--- config.mk ---
export PLATFORM = sky130hd
export DESIGN_NAME = parking_controller_mc
export DESIGN_NICKNAME = d
export VERILOG_FILES = /design/src/rtl/parking_controller_mc.sv
export SDC_FILE = /design/constraint.sdc
export NUM_CORES = 1
export LEC_CHECK = 0
export CAP_MARGIN = 20
export CORE_MARGIN = 2
export CORE_UTILIZATION = 45
export CTS_BUF_LIST = sky130_fd_sc_hd__clkbuf_8 sky130_fd_sc_hd__clkbuf_16
export CTS_CLUSTER_DIAMETER = 150
export DETAILED_ROUTE_END_ITERATION = 7
export PLACE_DENSITY = 0.84
export SLEW_MARGIN = 20
export SYNTH_ARGS = -nofsm -noshare
export SYNTH_HDL_FRONTEND = slang
export SYNTH_SLANG_ARGS = --single-unit
--- constraint.sdc ---
create_clock -name clock -period 2.75 [get_ports clock]
set_input_delay 0.55 -clock clock [delete_from_list [all_inputs] [get_ports clock]]
set_output_delay 0.55 -clock clock [all_outputs]
set_load 0.01 [all_outputs]
--- src/rtl/parking_controller_mc.sv ---
// Single-gate parking controller: PIN entry with retry limit, occupancy tracking with
// lot-full lockout, gate-open timeout and tailgate detection.
module parking_controller_mc #(
  parameter int unsigned      PIN_W     = 8,
  parameter logic [PIN_W-1:0] PIN_CODE  = 8'h26,
  parameter int unsigned      MAX_TRIES = 3,
  parameter int unsigned      CAPACITY  = 16,
  parameter int unsigned      OCC_W     = 5,
  parameter int unsigned      GATE_TMO  = 32
) (
  input  logic             clock,
  input  logic             reset,
  input  logic [PIN_W-1:0] pin,
  input  logic             pin_vld,
  input  logic             senr_e,
  input  logic             senr_x,
  input  logic             car_leave,
  output logic             ent_pin,
  output logic             gate_o,
  output logic             gate_cls,
  output logic             alm_pin,
  output logic             alm_blkg,
  output logic             alm_tmo,
  output logic             lot_full,
  output logic [OCC_W-1:0] occupancy
);

  localparam int unsigned TryW = $clog2(MAX_TRIES + 1);
  localparam int unsigned TmrW = $clog2(GATE_TMO);

  typedef enum logic [2:0] {
    StIdle,
    StWaitPin,
    StGateOpen,
    StPinAlarm,
    StBlockAlarm
  } state_e;

  state_e          state_q, state_d;
  logic [TryW-1:0] tries_q, tries_d;
  logic [TmrW-1:0] timer_q, timer_d;
  logic [OCC_W-1:0] occ_q, occ_d;
  logic            lot_full_q, lot_full_d;
  logic            alm_tmo_q, alm_tmo_d;

  logic            pin_ok;
  logic            pass;
  logic [TryW-1:0] tries_inc;

  assign pin_ok    = pin_vld && (pin == PIN_CODE);
  assign tries_inc = tries_q + TryW'(1);

  always_ff @(posedge clock or negedge reset) begin
    if (!reset) begin
      state_q    <= StIdle;
      tries_q    <= '0;
      timer_q    <= '0;
      occ_q      <= '0;
      lot_full_q <= 1'b0;
      alm_tmo_q  <= 1'b0;
    end else begin
      state_q    <= state_d;
      tries_q    <= tries_d;
      timer_q    <= timer_d;
      occ_q      <= occ_d;
      lot_full_q <= lot_full_d;
      alm_tmo_q  <= alm_tmo_d;
    end
  end

  always_comb begin
    state_d   = state_q;
    tries_d   = tries_q;
    timer_d   = timer_q;
    alm_tmo_d = 1'b0;
    pass      = 1'b0;
    unique case (state_q)
      StIdle: begin
        if (senr_e && !lot_full_q) state_d = StWaitPin;
      end
      StWaitPin: begin
        // A PIN strobe wins over the vehicle backing away in the same cycle.
        if (pin_vld) begin
          if (pin_ok) begin
            state_d = StGateOpen;
            tries_d = '0;
            timer_d = '0;
          end else begin
            tries_d = tries_inc;
            if (tries_inc == TryW'(MAX_TRIES)) state_d = StPinAlarm;
          end
        end else if (!senr_e) begin
          state_d = StIdle;
          tries_d = '0;
        end
      end
      StGateOpen: begin
        if (senr_e && senr_x) begin
          state_d = StBlockAlarm;
        end else if (senr_x) begin
          state_d = StIdle;
          pass    = 1'b1;
        end else if (timer_q == TmrW'(GATE_TMO - 1)) begin
          state_d   = StIdle;
          alm_tmo_d = 1'b1;
        end else begin
          timer_d = timer_q + TmrW'(1);
        end
      end
      StPinAlarm, StBlockAlarm: begin
        if (pin_ok) begin
          state_d = StGateOpen;
          tries_d = '0;
          timer_d = '0;
        end
      end
      default: begin
        state_d = StIdle;
        tries_d = '0;
        timer_d = '0;
      end
    endcase
  end

  // Simultaneous pass and leave cancel out; both ends saturate.
  always_comb begin
    occ_d = occ_q;
    if (pass && !car_leave) begin
      if (occ_q < OCC_W'(CAPACITY)) occ_d = occ_q + OCC_W'(1);
    end else if (car_leave && !pass) begin
      if (occ_q != '0) occ_d = occ_q - OCC_W'(1);
    end
    lot_full_d = (occ_q == OCC_W'(CAPACITY));
  end

  always_comb begin
    ent_pin  = 1'b0;
    gate_o   = 1'b0;
    gate_cls = 1'b1;
    alm_pin  = 1'b0;
    alm_blkg = 1'b0;
    unique case (state_q)
      StIdle: ;
      StWaitPin: ent_pin = 1'b1;
      StGateOpen: begin
        gate_o   = 1'b1;
        gate_cls = 1'b0;
      end
      StPinAlarm: begin
        ent_pin = 1'b1;
        alm_pin = 1'b1;
      end
      StBlockAlarm: begin
        ent_pin  = 1'b1;
        alm_blkg = 1'b1;
      end
      default: ;
    endcase
  end

  assign alm_tmo   = alm_tmo_q;
  assign lot_full  = lot_full_q;
  assign occupancy = occ_q;

endmodule

; ---- After elaboration in Yosys (flattened, before gate mapping)
; Cells that the tools add are included.
[op_classes]
add_sub_neg = 4
n_mul = 0
div_mod_pow = 0
n_lt_le_gt_ge = 1
eq_ne = 18
n_shift = 0
muxes = 37
n_bitwise = 2
reduce_logical = 19
[op_table]
columns = operator, count
row1 = two-way mux 5 bit, 9
row2 = two-way mux 3 bit, 9
row3 = case mux 5 bit (4 select lines), 1
row4 = two-way mux 1 bit, 12
row5 = != test 2 bit (second input constant), 6
row6 = case mux 3 bit (4 select lines), 1
row7 = adder 5 x 1 -> 5 bit (second input constant), 2
row8 = equality test 5 bit (second input constant), 2
row9 = AND reduction 5 bit, 2
row10 = equality test 8 x 6 -> 1 bit (second input constant), 1
row11 = two-way mux 2 bit, 4
row12 = != test 4 bit (second input constant), 2
row13 = equality test 3 x 2 -> 1 bit (second input constant), 2
row14 = case mux 2 bit (3 select lines), 1
row15 = AND reduction 3 bit, 2
row16 = logical AND 1 bit, 5
row17 = < comparator 5 bit (second input constant), 1
row18 = nonzero test 5 bit, 1
row19 = subtractor 5 x 1 -> 5 bit (second input constant), 1
row20 = nonzero test 2 bit, 2
row21 = OR reduction 2 bit, 2
row22 = equality test 3 x 1 -> 1 bit (second input constant), 1
row23 = equality test 3 bit (second input constant), 1
row24 = logical NOT 1 bit, 3
row25 = other kinds (7), 8
[word_totals]
register_bits = 17
latchBits = 0
ramBits = 0
romBits = 0
input_bits = 14
out_inout_bits = 12
n_memories = 0

; ---- Logic depth before layout (Yosys ltp)
[logic_depth]
depth_word = 7
mapped_depth = 14
depth_no_buf = 13

; ---- Least setup slack after synthesis
; Ideal clock, no wire load.
[synth_path]
kind = reg2reg
from = register state_q[0]
to = register occ_q[4], in the netlist occupancy[4]
setup_time_ps = 127
t_arrival_ps = 2400
path_slack_ps = 223
path_stages_with_launch = 15
n_path_buf = 1
period_less_slack_ps = 2527
path_cell_list = dfrtp_1 -> buf_2 -> nor2_1 -> nand2_1 -> inv_1 -> nand2_1 -> nor2_1 -> ha_1 -> inv_1 -> ha_1 -> nor2b_1 -> o21ai_0 -> and3_1 -> o21ai_0 -> xnor2_1
[synth_via]
elab_chain_cells = 6
elab_cells_between_ends = 10
cone_classes = eq/ne: 2 / mux: 2 / reduce/logical: 6
[synth_lines]
columns = element, line_no
row1 = start: declaration, 39  ; state_e state_q, state_d;
row2 = start signal: assignment, 55  ; state_q <= StIdle;
row3 = start signal: assignment, 62  ; state_q <= state_d;
row4 = equality test 3 x 2 -> 1 bit (*), 77  ; unique case (state_q)
row5 = two-way mux 1 bit (*), 77
row6 = logical NOT 1 bit, 130  ; end else if (car_leave && !pass) begin
row7 = logical AND 1 bit, 130
row8 = nonzero test 2 bit (no source line), -
row9 = AND reduction 3 bit (no source line), -
row10 = end signal: assignment, 58  ; occ_q <= '0;
row11 = end signal: assignment, 65  ; occ_q <= occ_d;
row12 = end: declaration, 42  ; logic [OCC_W-1:0] occ_q, occ_d;
; Mark *: on every way between the ends. The rest lies on a longest branch, timed or not.
; A chain may end at the register's enable or synchronous reset.

; ---- Worst setup path after layout
[layout_path]
from = register state_q[2]
to = register occ_q[4], in the netlist occupancy[4]
; The elaborated chain is that of the path after synthesis.

==> results.sh <==
export IMPL_crit_path_max_fanout=8
export IMPL_synth_seq_cells=17
export IMPL_hold_path_end="tries_q[0]"
export IMPL_grtUsageTotal=0.1860
export IMPL_synth_top_family_by_area="simple AND/OR/NAND/NOR gates"
export IMPL_die_w_um=53.86
export IMPL_rsz0062_at_grt="false"
export IMPL_cp_slowest_cell="dfrtp_1"
export IMPL_finalHoldViolations=0
export IMPL_setup_tns_ns=0
export IMPL_grt_pass1_vias=904
export IMPL_critical_path_class="flop to flop"
export IMPL_vias=926
export IMPL_drc=0
export IMPL_required_ns=2.88
export IMPL_p_leak_nw=0.6780
export IMPL_layout_commonest_cell="clkdlybuf4s50_1"
export IMPL_endpoint_kind="flop"
export IMPL_rows=18
export IMPL_max_clock_path_buffers=2
export IMPL_final_max_slew_violation_count=0
export IMPL_r2r_slack_ns=0.19
export IMPL_hold_depth=1
export IMPL_ys_warn_count=0
export IMPL_ioPinCount=26
export IMPL_grt_max_degree=18
export IMPL_antennaDiodeCount=0
export IMPL_core_area_sq_um=2410
export IMPL_synth_avg_cell_area_sq_um=10.08
export IMPL_die_height_um=53.86
export IMPL_synth_top_area_share=0.3803
export IMPL_dp_hpwl_um=1883
export IMPL_r2r_start="state_q[2]"
export IMPL_yosysSeqAreaShare=0.3803
export IMPL_synth_mux_area_frac=0.06711
export IMPL_relSlewSlack=0.4945
export IMPL_worst_hold_slack_ns=0.5050
export IMPL_utilization=0.6101
export IMPL_start_util=0.4642
export IMPL_synthCells=111
export IMPL_setup_viol_count_final=0
export IMPL_synthSimpleGateAreaFrac=0.2092
export IMPL_synth_xor_xnor_area_share=0.03132
export IMPL_outcome="finished, final reports clean"
export IMPL_syn_area_sq_um=1119
export IMPL_finalClockSkew_ns=0.006970
export IMPL_finalNetCount=167
export IMPL_path_clk_slew_ns=0.07
export IMPL_pwr_density_cell_nw_per_um2=976.0
export IMPL_syn_to_final_growth_pct=31.43
export IMPL_worst_pin_slew_ns=0.7559
export IMPL_r2r_end="occupancy[4]"
export IMPL_yosys_top_cells_area="dfrtp_1 (38%), ha_1 (8.9%), o21ai_0 (4.5%)"
export IMPL_via_per_inst=5.353
export IMPL_synth_distinct_cells=38
export IMPL_cts_buffers_inserted=3
export IMPL_clock_latency_ns=0.25
export IMPL_cts_setup_buffers=0
export IMPL_htreeDepth=1
export IMPL_die_area_sq_um=2900
export IMPL_fin_crit_sh=0.9307
export IMPL_worstHoldStart="tries_q[0]"
export IMPL_clock_sinks=17
export IMPL_startpoint="state_q[2]"
export IMPL_routabilityCongestion=0.7873
export IMPL_cts_tree="done"
export IMPL_grt_pass1_wl_um=3788
export IMPL_overflow=0
export IMPL_r2r_cells=13
export IMPL_async_reset_ff_frac=1.000
export IMPL_layout_common_cells="clkdlybuf4s50_1 (25), dfrtp_1 (17), inv_1 (10)"
export IMPL_avgRoutedWirePerCell_um=13.74
export IMPL_antenna_found_initial=0
export IMPL_max_stage_delay_ns=0.45
export IMPL_max_cap_violations=0
export IMPL_drt_iter0_drc=7
export IMPL_cts_root_buf="clkbuf_8"
export IMPL_synth_nets=134
export IMPL_port_buffer_count=25
export IMPL_fmax_mhz=390.7
export IMPL_synthAdderAreaFrac=0.1074
export IMPL_start_kind="flop"
export IMPL_wirelength_um=2377
export IMPL_yosysTopAreaCell="dfrtp_1"
export IMPL_drive_gt1_frac=0.1469
export IMPL_synth_edf_count=0
export IMPL_total_power_mw=1.435
export IMPL_ys_flop_type="dfrtp_1"
export IMPL_synth_compound_area_frac=0.1454
export IMPL_path_cells="nor2_1 -> nand2_1 -> inv_1 -> nand2_1 -> nor2_1 -> ha_1 -> inv_1 -> ha_1 -> nor2b_1 -> o21ai_0 -> and3_1 -> o21ai_1 -> xnor2_1"
export IMPL_hold_class="flop to flop"
export IMPL_period_needed_ns=2.559
export IMPL_arrival_ns=2.69
export IMPL_ant_nets=0
export IMPL_vdd_ir_drop_max_v=0.0006680
export IMPL_drt_pass1_iterations=4
## through the flow
step	instance area, sq um	setup slack, ns	cells
2_1_floorplan	1119	0.2234	111
3_3_place_gp	1424	0.1026	169
3_5_place_dp	1424	0.03389	169
4_1_cts	1470	0.1874	173
5_1_grt	1470	0.0004303	173
6_report	1470	0.1907	173
## kinds of logic (layout without fill, tap and decap cells)
logic type / count (synthesis) / after routing
simple gates: 36 / 36
compound gates: 24 / 24
flops: 17 / 17
buf+inv: 14 / 46
fa+ha+maj: 9 / 9
mux: 7 / 7
xor+xnor: 4 / 4
## worst max path at each step
stage	endpoint	slack, ns
detailed placement	occupancy[4]	0.03
CTS	occupancy[4]	0.19
global placement	occupancy[4]	0.10
finish	occupancy[4]	0.19
floorplan	occupancy[4]	0.22
global route	occupancy[4]	0.0004
## worst max-delay path, delay by kind of cell, from the launching register on
| family | cells | cell delay [ns] |
|---|---|---|
| AO/OA/AOI/OAI | 2 | 0.27 |
| XOR/XNOR | 1 | 0.15 |
| adder cells (fa/ha/maj) | 2 | 0.56 |
| buffers and inverters | 2 | 0.24 |
| flip-flops | 1 | 0.45 |
| AND/OR/NAND/NOR | 6 | 0.77 |
## area by class of cell
cell class	count	area, sq um
clock buffer	3	41.29
fill	213	939.7
timing repair buffer	30	287.8
sequential	17	425.4
tap	30	37.54
multi-input combinational	80	626.9
clock inverter	1	5.005
inverter	12	46.29
## report_power, final
| part | switching (mW) | internal (mW) |
|---|---|---|
| Combinational | 0.384 | 0.433 |
| Clock | 0.0806 | 0.100 |
| Sequential | 0.0928 | 0.344 |
| Total | 0.557 | 0.878 |
## synth_stat cells, types with 2 or more instances
| cell | n |
|---|---|
| a21o_1 | 2 |
| mux2i_1 | 3 |
| nand2b_1 | 2 |
| a2111o_1 | 2 |
| mux2_2 | 2 |
| dfrtp_1 | 17 |
| nor2_1 | 4 |
| and3_1 | 2 |
| o21ai_0 | 10 |
| inv_1 | 10 |
| ha_1 | 8 |
| xnor2_1 | 3 |
| nand3_1 | 7 |
| nor3b_1 | 4 |
| nand2_1 | 8 |
| a21oi_1 | 4 |
| mux2_1 | 2 |
## flip-flops by register name, summed over array words and instances, names as in the netlist
signal / cells
alm_tmo: 1
occupancy: 5
tries_q: 2
timer_q: 5
lot_full: 1
state_q: 3
## layer usage
metal  vias up  part of all wire  track usage
met5         -                 0            0
met4         0             0.019      0.08974
met3         4             0.045      0.02500
met2        32              0.51       0.3354
met1       432              0.43       0.2140
li1        458                 -            -
## repair_timing
item / 4_1_cts / 5_1_grt
hold buffers: 0 / 0
setup endpoints to repair: 0 / 1
gates resized for setup: 0 / 1
No activity file was read; power rests on OpenSTA's default activity.
==> edit 1, RTL diff (config.mk and constraints unchanged) <==
`MAX_TRIES`: 3 -> 6.
--- a/src/rtl/parking_controller_mc.sv
+++ b/src/rtl/parking_controller_mc.sv
@@ -4,5 +4,5 @@
   parameter int unsigned      PIN_W     = 8,
   parameter logic [PIN_W-1:0] PIN_CODE  = 8'h26,
-  parameter int unsigned      MAX_TRIES = 3,
+  parameter int unsigned      MAX_TRIES = 6,
   parameter int unsigned      CAPACITY  = 16,
   parameter int unsigned      OCC_W     = 5,
Behaviour: not the same (Yosys sat finds a counterexample within 10 cycles, from zero or initial values and one cycle with reset low).
==> edit 1 against the original RTL <==
Power is 4.4% higher. Area after synthesis is 1.9% higher. Routed wire length is 2.3% higher. Sequential share of layout area is 1.1 points higher. Final area is 2.2% higher. Clock skew is 0.0015 ns higher. Worst setup slack better by 0.011 ns. Sequential cell count is 1 higher.
==> edit 1: results (changes against the original RTL) <==
average wire per standard cell = 14.0 um (+1.7%)
grt met2 use = 31.3% (-2.2 points)
Flop pwr share = 30.9% (+0.5 points)
Synth area leaders = dfrtp_1, ha_1, mux2_2
placer's final routability congestion estimate = 0.765 (-2.8%)
met1 wire length = 1060 um (+4.4%)
layout cells sized above 1 = 15.3% (+0.59 points)
Non-CTS buffers = 29 (-3.3%)
Pleak = 0.703 nW (+3.7%)
slowest CP cell = dfrtp_2
sequential area share after synthesis = 39.5% (+1.5 points)
buffering overhead = 18.7% (-0.92 points)
routed vias/inst = 5.52 (+3.1%)
invs w/o clock = 9 (-3)
status = finished clean
met2 WL = 1200 um (-0.99%)
Max VDD drop = 0.706 mV (+5.7%)
Mapped Nets = 136 (+1.5%)
Place WS = 0.0103 ns (-0.0236 ns)
vias in the first global route = 962 (+6.4%)
DR iter-0 viols = 10 (+3)
Non-Filler Instances = 174 (+0.58%)
first-pass GRT wire length = 3930 um (+3.8%)
Detailed Place HPWL = 1880 um (-0.20%)
Net Switching = 574 uW (+2.9%)
met3 Usage GRT = 6.83% (+4.3 points)
comb_multi_in = 84 (+5.0%)
ClkCell Share = 3.66% (+0.51 points)
met3 WL post-DR = 155 um (+46%)
P&R area growth vs syn = 31.8%
-- edit 1: cell types whose count changed in the layout (fill, tap and decap cells not counted), sizes merged, moves of 3 or more --
cell   delta
nand3     -4
a21oi     +3
nor2      +4
nor3b     -4
o21ai     -4
a22o      +4
-- edit 1: logic make-up after synthesis --
| kind of cell | count (synthesis) | share of synthesized area, % |
|---|---|---|
| flip-flops | 18 | 39.5 |
| AND/OR/NAND/NOR | 36 | 19.3 |
| adder cells (fa/ha/maj) | 10 | 11.6 |
| multiplexers | 6 | 5.82 |
| AO/OA/AOI/OAI | 27 | 15.9 |
| buffers and inverters | 10 | 3.95 |
| XOR/XNOR | 5 | 3.84 |
-- edit 1: path summary, 6_finish.rpt --
kind,cells after the start,from,end,slack (ns)
min reg2reg,1,timer_q[4],timer_q[4],0.52
max in group asynchronous,1,reset,state_q[2],1.47
min,1,timer_q[4],timer_q[4],0.52
max reg2reg,13,state_q[2],occupancy[4],0.20
max,13,state_q[2],occupancy[4],0.20
min in group asynchronous,1,reset,state_q[2],0.74
==> edit 2, RTL diff (config.mk and constraints unchanged) <==
Made on the original files. The 5 states of `state_e` get a one-hot encoding in 5 bits.
--- a/src/rtl/parking_controller_mc.sv
+++ b/src/rtl/parking_controller_mc.sv
@@ -29,10 +29,10 @@
   localparam int unsigned TmrW = $clog2(GATE_TMO);
 
-  typedef enum logic [2:0] {
-    StIdle,
-    StWaitPin,
-    StGateOpen,
-    StPinAlarm,
-    StBlockAlarm
+  typedef enum logic [4:0] {
+    StIdle       = 5'b00001,
+    StWaitPin    = 5'b00010,
+    StGateOpen   = 5'b00100,
+    StPinAlarm   = 5'b01000,
+    StBlockAlarm = 5'b10000
   } state_e;
 
Check against the original RTL: no difference found for any inputs over 10 cycles, from zero or initial values and one cycle with reset low; not proved beyond that.
==> edit 2 against the original RTL <==
Maximum frequency shrank 2.7%. Largest power group unchanged. Clock skew shrank 0.0031 ns. Power shrank 12%. Sequential cell count grew 2. Combinational power shrank 21%. Routed wire length grew 24%. Area after synthesis grew 8.4%. Worst setup slack lost 0.071 ns. Final area grew 9.9%.
==> edit 2: results (changes against the original RTL) <==
Rel. slew slack = 41.3% (-8.2 points)
CTS clk-pin slew, worst paths = 0.07 ns (about the same)
ANT cells = 0 (unchanged)
first-pass GRT wire length = 4970 um (+31%)
placer's final routability congestion estimate = 0.923 (+17%)
Hold Crit Start = timer_q[3]
H-Tree Level Count = 1 (unchanged)
clock latency on the worst-skew pair = 0.25 ns (about the same)
Yosys warning count = 0 (unchanged)
r2r endpoint = occupancy[4]
total global-route track usage = 19.5% (+0.93 points)
DR vias = 1,087 (+17%)
clock root cell = clkbuf_8
CP arrival = 2.77 ns (+0.08 ns)
Synth area leaders = dfrtp_1, ha_1, a21o_1
Buffers on Ports = 25 (unchanged)
Pleak = 0.715 nW (+5.5%)
critical path peak fanout = 4 (-4)
average wire per standard cell = 15.7 um (+15%)
Detailed Place HPWL = 2210 um (+17%)
fillers = 201 (-5.6%)
layout cells sized above 1 = 17.2% (+2.5 points)
routed vias/inst = 5.81 (+8.6%)
largest net degree at the start of global routing = 20 (+2)
R2R Path Start = state_q[1]
Post-synth top cells = dfrtp_1, ha_1, nand2_1, nor2_1
ys flop type = dfrtp_1
Fin Clk Skew = 0.00391 ns (-0.00306 ns)
hold depth = 1 (unchanged)
DR iter-0 viols = 39 (+32)
ys async rst share = 100% (unchanged)
drt pass-1 iters = 4 (unchanged)
Cells after DPL = 183 (+8.3%)
hold path endpoint = timer_q[3]
sequential area share after synthesis = 39.3% (+1.3 points)
largest buffer count on any clock path = 2 (unchanged)
worst reg-to-reg path cell count = 13 (unchanged)
number of CTS-inserted buffers = 3 (unchanged)
Mapped Nets = 143 (+6.7%)
synth unique cells = 50 (+32%)
reg2reg setup slack = 0.12 ns (-0.07 ns)
Syn Area/Cell = 10.0 um2 (-0.57%)
Max VDD drop = 0.658 mV (-1.5%)
path category of the worst min-delay check = reg2reg
status = finished clean
## edit 2: cell types whose count changed in the layout (fill, tap and decap cells not counted), sizes merged, moves of 3 or more
cell / unedited run / this run
buf: 5 / 9
inv: 11 / 7
mux2i: 3 / 0
nand3: 7 / 4
nor2: 4 / 9
## edit 2: per-layer routing
metal / vias to the layer above / GRT usage, % / share of wire (%)
met3: 0 / 4.88 / 5.5
met1: 538 / 24.6 / 44
met4: 0 / 3.06 / 0
met2: 30 / 34.5 / 51
met5: - / 0 / 0
li1: 519 / - / -
## edit 2: how the worst max path moves through the flow
stage,from,cells after the start,end
global placement,senr_x,11,occupancy[4]
detailed placement,senr_x,11,occupancy[4]
floorplan,state_q[3],14,occupancy[4]
CTS,state_q[1],13,occupancy[4]
finish,state_q[1],13,occupancy[4]
global route,state_q[1],13,occupancy[4]
## edit 2: worst max-delay path: stages (launching register included)
cell	delay, ns
dfrtp_1	0.40
nor4_1	0.26
nand2_1	0.12
inv_2	0.07
nand2_1	0.06
nor2_2	0.13
ha_2	0.19
inv_1	0.09
fa_2	0.36
a21o_1	0.19
a21oi_2	0.17
nor2b_4	0.17
nor2_1	0.05
a221o_1	0.26
## edit 2: cell type report
class / instances / area share [%]
Clock buffer: 3 / 2.56
Clock inverter: 1 / 0.232
Inverter: 6 / 1.39
Multi-Input combinational cell: 94 / 44.3
Sequential cell: 19 / 29.5
Tap cell: 30 / 2.32
Timing Repair Buffer: 34 / 19.7
## edit 2: per-stage QoR
step | power, mW | hold WS [ns] | setup slack [ns] | instance area [um2] | util (%)
after floorplan | 0.810 | 0.254 | 0.0427 | 1220 | -
after global placement | 1.01 | 0.463 | 0.0134 | 1560 | 61.8
after detailed placement | 1.04 | 0.469 | -0.101 | 1560 | 61.8
after CTS | 1.24 | 0.482 | 0.0895 | 1600 | 63.6
after global routing | 1.34 | 0.512 | -0.00680 | 1620 | 64.0
final | 1.26 | 0.485 | 0.120 | 1620 | 64.0
## edit 2: cells by family after synthesis
family                     Yosys count  synth area share (%)
AOI/OAI and AO/OA                   30                  17.4
muxes                                2                  1.86
adders and majority gates            8                  8.87
and+or+nand+nor                     50                  26.4
buffers and inverters                8                  3.20
DFF                                 19                  39.3
xor gates and xnor gates             4                  2.89
## edit 2: power breakdown
part | switching [mW] | total, mW | internal [mW]
Clock | 0.0928 | 0.192 | 0.0992
Sequential | 0.0730 | 0.423 | 0.350
Combinational | 0.305 | 0.642 | 0.337
Total | 0.470 | 1.26 | 0.786
## edit 2: repair_timing
action	4_1_cts	5_1_grt
gates resized for setup	0	3
endpoints found under the setup margin	0	1
setup buffers	0	0
